<file path="src/rtl/periph_rx_fifo_if.sv">
// Handshake bundle between the CPU-side sender, the receive FIFO and the peripheral core.
// The FIFO takes the slave view; the CPU/consumer side takes the master view.
interface periph_rx_fifo_if;
    logic       send;
    logic [3:0] data;
    logic       ack;
    logic [3:0] out_data;
    logic       out_valid;
    logic       out_ready;

    modport master (
        output send,
        output data,
        output out_ready,
        input  ack,
        input  out_data,
        input  out_valid
    );

    modport slave (
        input  send,
        input  data,
        input  out_ready,
        output ack,
        output out_data,
        output out_valid
    );
endinterface

</file>
<file path="src/rtl/periph_rx_fifo.sv">
// Peripheral receiver: accepts one 4-bit word per send/ack four-phase handshake into a small FIFO
// and presents it on a valid/ready port; ack is withheld while the FIFO is full.
module periph_rx_fifo #(
    parameter int DEPTH = 4,
    parameter int CNT_W = 8
) (
    input  logic                     clk,
    input  logic                     rst,
    periph_rx_fifo_if.slave          bus,
    output logic [$clog2(DEPTH):0]   level,
    output logic [CNT_W-1:0]         rx_count
);
    localparam int AW = $clog2(DEPTH);
    localparam int LW = AW + 1;
    localparam logic [LW-1:0] FULL_LEVEL = LW'(DEPTH);

    typedef enum logic {IDLE, ACKED} state_t;

    state_t           state_reg;
    logic             ack_reg;
    logic [AW-1:0]    wr_ptr_reg;
    logic [AW-1:0]    rd_ptr_reg;
    logic [LW-1:0]    level_reg;
    logic [CNT_W-1:0] rx_count_reg;
    logic [3:0]       mem [DEPTH];

    logic accept;
    logic pop;

    // Full check uses the level before the edge, so a same-edge pop never frees room for a push.
    assign accept = (state_reg == IDLE) && bus.send && (level_reg != FULL_LEVEL);
    assign pop    = (level_reg != '0) && bus.out_ready;

    always_ff @(posedge clk) begin
        if (rst) begin
            state_reg <= IDLE;
            ack_reg   <= 1'b0;
        end else begin
            case (state_reg)
                IDLE: begin
                    if (accept) begin
                        state_reg <= ACKED;
                        ack_reg   <= 1'b1;
                    end else begin
                        ack_reg   <= 1'b0;
                    end
                end
                ACKED: begin
                    if (!bus.send) begin
                        state_reg <= IDLE;
                        ack_reg   <= 1'b0;
                    end else begin
                        ack_reg   <= 1'b1;
                    end
                end
                default: begin
                    state_reg <= IDLE;
                    ack_reg   <= 1'b0;
                end
            endcase
        end
    end

    // Storage is written only on accept, so garbage on data outside a handshake never lands in it.
    always_ff @(posedge clk) begin
        if (rst) begin
            for (int i = 0; i < DEPTH; i++) begin
                mem[i] <= 4'h0;
            end
        end else if (accept) begin
            mem[wr_ptr_reg] <= bus.data;
        end
    end

    always_ff @(posedge clk) begin
        if (rst) begin
            wr_ptr_reg   <= '0;
            rd_ptr_reg   <= '0;
            level_reg    <= '0;
            rx_count_reg <= '0;
        end else begin
            if (accept) begin
                wr_ptr_reg   <= wr_ptr_reg + AW'(1);
                rx_count_reg <= rx_count_reg + CNT_W'(1);
            end
            if (pop) begin
                rd_ptr_reg <= rd_ptr_reg + AW'(1);
            end
            case ({accept, pop})
                2'b10:   level_reg <= level_reg + LW'(1);
                2'b01:   level_reg <= level_reg - LW'(1);
                default: level_reg <= level_reg;
            endcase
        end
    end

    assign bus.ack       = ack_reg;
    assign bus.out_data  = mem[rd_ptr_reg];
    assign bus.out_valid = (level_reg != '0);
    assign level         = level_reg;
    assign rx_count      = rx_count_reg;
endmodule
</file>
<file path="src/flat_wrapper.sv">
// flat-port wrapper written by rule: the top's interface ports become plain ports
module periph_rx_fifo_flat 
#(
    parameter int DEPTH = 4,
    parameter int CNT_W = 8
)
  (clk, rst, level, rx_count, bus_send, bus_data, bus_out_ready, bus_ack, bus_out_data, bus_out_valid);
  periph_rx_fifo_if bus_i ();
  input  logic clk;
  input  logic rst;
  output logic [$clog2(DEPTH):0] level;
  output logic [CNT_W-1:0] rx_count;
  input wire logic [$bits(bus_i.send)-1:0] bus_send;
  input wire logic [$bits(bus_i.data)-1:0] bus_data;
  input wire logic [$bits(bus_i.out_ready)-1:0] bus_out_ready;
  output wire logic [$bits(bus_i.ack)-1:0] bus_ack;
  output wire logic [$bits(bus_i.out_data)-1:0] bus_out_data;
  output wire logic [$bits(bus_i.out_valid)-1:0] bus_out_valid;
  assign bus_i.send = bus_send;
  assign bus_i.data = bus_data;
  assign bus_i.out_ready = bus_out_ready;
  assign bus_ack = bus_i.ack;
  assign bus_out_data = bus_i.out_data;
  assign bus_out_valid = bus_i.out_valid;
  periph_rx_fifo #(.DEPTH(DEPTH), .CNT_W(CNT_W)) u_core (.clk(clk), .rst(rst), .bus(bus_i), .level(level), .rx_count(rx_count));
endmodule
</file>
<file path="config.mk">
export PLATFORM = sky130hd
export DESIGN_NAME = periph_rx_fifo_flat
export DESIGN_NICKNAME = d
export VERILOG_FILES = /design/src/rtl/periph_rx_fifo_if.sv /design/src/rtl/periph_rx_fifo.sv /design/src/flat_wrapper.sv
export SDC_FILE = /design/constraint.sdc
export NUM_CORES = 1
export LEC_CHECK = 0
export ABC_CLOCK_PERIOD_IN_PS = 2800
export CAP_MARGIN = 20
export CORE_MARGIN = 2
export CORE_UTILIZATION = 52
export CTS_BUF_LIST = sky130_fd_sc_hd__clkbuf_8 sky130_fd_sc_hd__clkbuf_16
export DETAILED_ROUTE_END_ITERATION = 10
export HOLD_SLACK_MARGIN = 0.05
export PLACE_DENSITY = 0.78
export SETUP_SLACK_MARGIN = 0.02
export SYNTH_ARGS = -nofsm -noshare
export SYNTH_HDL_FRONTEND = slang
export SYNTH_SLANG_ARGS = --single-unit
</file>
<file path="constraint.sdc">
create_clock -name clk -period 2.8 [get_ports clk]
set_input_delay 0.28 -clock clk [delete_from_list [all_inputs] [get_ports clk]]
set_output_delay 0.28 -clock clk [all_outputs]
set_load 0.01 [all_outputs]
</file>
Word-level counts from Yosys, hierarchy flattened
Memory sizes are Yosys's and may differ from the RTL's. A register that Yosys moved wholly into a read port is not among the register bits. Cells that the tools add are included.

Memories: 1. Bits of input ports: 8. Bits in writable memories: 16. Register bits after elaboration: 16. Word-level logic and storage cells: 34. Output and inout bits: 17.

Memory list: u_core.mem (words 4, width 4, read ports 1, clocked after memory_dff 1, wr ports 4, RTL line periph_rx_fifo.sv:25) `logic [3:0] mem [DEPTH];`.

Bitwise gates (word level): 1. Equal/unequal tests: 3. Muxes and demuxes: 13. Add/sub/neg operators: 5. Reduce and logical (&&, ||, !) cells: 6.

Operators with widths (count): 8-bit by 1-bit adder with 8-bit output (second input constant) (1); 1-bit two-way mux (7); 2-bit two-way mux (3); 3-bit one-hot mux with 2 select lines (1); 2-bit by 1-bit adder with 2-bit output (second input constant) (2); 4-bit two-way mux (1); 4-bit OR reduction (1); 3-bit by 1-bit adder with 3-bit output (second input constant) (1); 1-bit logical AND (3); 3-bit inequality test (second input constant) (1); 3-bit nonzero test (1); 3-bit by 1-bit subtractor with 3-bit output (second input constant) (1); 2-bit by 1-bit equality test with 1-bit output (second input constant) (1); 2-bit equality test (second input constant) (1); 1-bit one-hot mux with 2 select lines (1); 2-bit nonzero test (1); 1-bit NOT (1).

Depth between registers and ports, before layout
Word-level depth: 8. Depth in mapped cells: 9. Depth with buffers taken out: 9.

Worst setup path after synthesis
Ideal clock, no wire load.

Path type: flip-flop to flip-flop. Start point: register u_core.level_reg[2], in the netlist u_core.level[2]. End point: register u_core.level_reg[2], in the netlist u_core.level[2]. Data arrival time: 2.129 ns. Setup time: 0.070 ns. Data required time: 2.730 ns. Path slack: 0.601 ns. Path buffers: 0. Stages on the path, launching flop included: 10. Period minus slack after synthesis: 2.199 ns. Cell sequence: dfxtp_1 > nor3b_4 > nor2_2 > inv_2 > ha_1 > inv_1 > fa_1 > xor2_1 > or3_1 > a21oi_1.

Cells in the longest elaborated chain, start to end: 4. Elaborated cells on any way between the ends: 10. Classes of those cells: add/sub: 2; eq/ne: 3; mux: 1; reduce/logical: 4.

RTL lines: start, declared (RTL line periph_rx_fifo.sv:23) `logic [LW-1:0] level_reg;`; start signal, assigned (RTL line periph_rx_fifo.sv:90) `2'b10: level_reg <= level_reg + LW'(1);`; start signal, assigned (RTL line periph_rx_fifo.sv:91) `2'b01: level_reg <= level_reg - LW'(1);`; start signal, assigned (RTL line periph_rx_fifo.sv:92) `default: level_reg <= level_reg;`; 3-bit inequality test or 3-bit nonzero test (tied branches) (RTL line periph_rx_fifo.sv:31, periph_rx_fifo.sv:32); 1-bit logical AND, on equally long branches (RTL line periph_rx_fifo.sv:31, periph_rx_fifo.sv:32); 2-bit by 1-bit equality test with 1-bit output or 2-bit equality test (tied branches) (RTL line periph_rx_fifo.sv:89) `case ({accept, pop})`; 3-bit one-hot mux with 2 select lines or 2-bit nonzero test (tied branches).

Several ways; a longest one is shown, not always the timed one. A chain may end at the register's enable or synchronous reset.

Worst setup path in the final report
Same ends and word-level chain as after synthesis.

==> results.toml <==
[job]
maxCapViolations = 0

[clock_network]
cts_max_level = 2
cts_made_buffers = 5
holdBufCountCts = 0
clkTransAtPathRegs_ns = 0.07
cts_buffer_depth = 2
post_cts_resize_count = 0
cts_root_buffer = "clkbuf_8"
post_cts_buffers = 0
insertion_delay_ns = 0.28
cts.sinks = 34
cts_tree = "built"

[sta]
post-route-period-util_pct = 85.45
worst_slack_ns = 0.4074
fmax_mhz = 418.0
rsz0062_at_grt = "false"
tightest_slew_ns = 0.7187
skew_ns = 0.007605
slew_viol_final = 0
maxSlewHeadroom_pct = 51.68
finalHoldViolations = 0
period_minus_slack_ns = 2.393
finalSetupViolCount = 0
tns_ns = 0

[synthesis]
yosysTopAreaCellShare_pct = 31.53
synth_cell_type_count = 33
ys_seq_area_share_pct = 55.17
ys_ff_latch = 34
synth_area_leader_cell = "edfxtp_1"
yosys_warnings = 0
syn_area_mm2 = 0.001524
synth_nets = 145
syn-instance-count = 134
syn_avg_cell_area_um2 = 11.37
yosys-top-cells-area = "edfxtp_1, dfxtp_1, mux4_2, nor2_1, xnor2_1"

[placement]
globalplace.congestion = 0.8125
pre_cts_slack_ns = 0.3410
dp.cells = 187
dp_hpwl_um = 2071
portBuffers = 24
placed_area_mm2 = 0.001784

[power]
seq_power_share_pct = 46.4
irDropWorstVdd_mv = 0.6644
pwr-share-comb_pct = 30.9
p_int_mw = 1.022
p_clk_share_pct = 22.7
p_sw_share_pct = 30.74
cellPowerDensity_mw_per_mm2 = 790.8
p_leak_nw = 0.6942
p_sw_uw = 453.5

[critical_path]
r2r_slack_ns = 0.41
worstPathRequired_ns = 3.01
r2r_end = "u_core.level[2]$_SDFFE_PP0P_"
end_kind = "flip-flop"
crit_type = "flip-flop to flip-flop"
start_kind = "flip-flop"
critPathMaxFanout = 7
rr_worst_depth = 9
worstReg2RegStart = "u_core.level[2]$_SDFFE_PP0P_"
crit_arrival_ns = 2.60

[detailed_routing]
ant_nets = 0
wirelength_um = 2798
drc = 0
num_vias = 1043
drt_iter0_drc = 20
first_pass_iters = 4
wl_per_cell_um = 14.35
viasPerCell = 5.349

[die]
chipWidth_um = 58.14
die-area_mm2 = 0.003380
boundaryPins = 25
die_y_um = 58.14
core_mm2 = 0.002781
num_rows = 19
start_util_pct = 54.79

[global_route]
grt.overflow.total = 0
grt_first_pass_wirelength_um = 4892
gr-usage-all-layers_pct = 19.52
antenna_found_initial = 0
grt_max_degree = 12
grt_pass1_vias = 1097

[layout]
nNetsFinal = 174
drive_gt1_share_pct = 12.20
synthToLayoutAreaGrowth_pct = 22.41
finalInstanceArea_mm2 = 0.001866
largest_register_ffs = 16
instances_no_fill = 195
antenna_cells = 0

[worst_hold_path]
hp-start = "u_core.rx_count[1]$_SDFFE_PP0P_"
hp-class = "flip-flop to flip-flop"
hold_depth = 2
hold_end = "u_core.rx_count[1]$_SDFFE_PP0P_"

[outcome]
status = "completed"
[layout by cell type (no fill, tap or decap), types with 2 or more instances in the layout]
cell              n
a21oi_1           4
clkbuf_8          5
clkdlybuf4s50_1  24
dfxtp_1          18
edfxtp_1         16
ha_1              2
inv_1            11
mux4_2            4
nand2_1           8
nand2b_1          2
nand3_1           5
nor2_1           22
nor3_1            7
o21ai_0           4
xnor2_1           9
xor2_1            3
[routing by layer]
layer	track usage, %	vias to the layer above	wire (um)
li1	-	521	-
met5	0	-	0
met1	23.11	486	1188
met2	31.98	30	1429
met3	6.250	6	122
met4	9.635	0	58
[area by class of cell]
type	count	area (um^2)
Clock buffer	5	68.82
Clock inverter	3	12.51
Fill cell	218	915.9
Inverter	11	41.29
Multi-Input combinational cell	86	615.6
Sequential cell	34	840.8
Tap cell	31	38.79
Timing Repair Buffer	25	247.7
[worst max-delay path, stage by stage (launching register included)]
cell and delay, ns:
dfxtp_1 0.42, nor3b_4 0.42, nor2_2 0.14, inv_2 0.10, ha_1 0.18, inv_1 0.06
fa_1 0.38, xor2_1 0.16, or3_1 0.30, a21oi_1 0.14
[power by group through the flow]
stage | clock network, mW | logic (mW) | registers [mW]
after floorplan | 0 | 0.284 | 0.682
final | 0.335 | 0.455 | 0.685
after CTS | 0.346 | 0.463 | 0.686
after global routing | 0.368 | 0.497 | 0.701
after global placement | 0 | 0.448 | 0.691
after detailed placement | 0 | 0.456 | 0.697
[metrics by stage]
stage / util (%) / total power, mW / hold slack (ns)
6_report: 67.07 / 1.475 / 0.5259
5_1_grt: 67.07 / 1.566 / 0.5602
4_1_cts: 67.07 / 1.495 / 0.5203
3_5_place_dp: 64.15 / 1.152 / 0.4990
3_3_place_gp: 64.15 / 1.139 / 0.4934
2_1_floorplan: - / 0.9655 / 0.4134
[kinds of logic (layout without fill, tap and decap cells)]
family          count (synthesis)  in the layout  share of synthesized area, %
simple gates                   55             55                         19.71
flops                          34             34                         55.17
fa+ha+maj                       3              3                         2.955
mux                             4              4                         5.912
xor+xnor                       12             12                         6.897
compound gates                 12             12                         4.927
buf+inv                        14             44                         4.433
[synth_stat cells]
| cell type | number |
|---|---|
| clkbuf_1 | 1 |
| ha_1 | 2 |
| and4_1 | 1 |
| nor3b_4 | 1 |
| nand3_1 | 5 |
| nor2_2 | 1 |
| nand2_1 | 8 |
| nand2b_1 | 2 |
| inv_1 | 10 |
| nor3_2 | 1 |
| mux4_2 | 4 |
| o31a_2 | 1 |
| inv_2 | 1 |
| o31ai_1 | 1 |
| buf_6 | 2 |
| and3_2 | 1 |
| and2b_2 | 1 |
| or3_2 | 1 |
| or3b_1 | 1 |
| o21ai_0 | 4 |
| nand4b_1 | 1 |
| nor3_1 | 7 |
| a21oi_1 | 4 |
| fa_1 | 1 |
| nor2_1 | 22 |
| o211a_1 | 1 |
| nor4b_4 | 1 |
| xnor2_1 | 9 |
| or3_1 | 1 |
| xor2_1 | 3 |
| a21o_1 | 1 |
| edfxtp_1 | 16 |
| dfxtp_1 | 18 |
[worst max path at each step]
stage	end	startpoint	slack (ns)	cells after the start
finish	u_core.level[2]$_SDFFE_PP0P_	u_core.level[2]$_SDFFE_PP0P_	0.41	9
global route	u_core.level[2]$_SDFFE_PP0P_	u_core.level[2]$_SDFFE_PP0P_	0.23	9
CTS	u_core.level[2]$_SDFFE_PP0P_	u_core.level[2]$_SDFFE_PP0P_	0.40	9
detailed placement	u_core.level[2]$_SDFFE_PP0P_	bus_send	0.34	10
global placement	u_core.level[2]$_SDFFE_PP0P_	bus_send	0.45	10
floorplan	u_core.level[2]$_SDFFE_PP0P_	u_core.level[2]$_SDFFE_PP0P_	0.60	9
No activity file was read; power rests on OpenSTA's default activity.
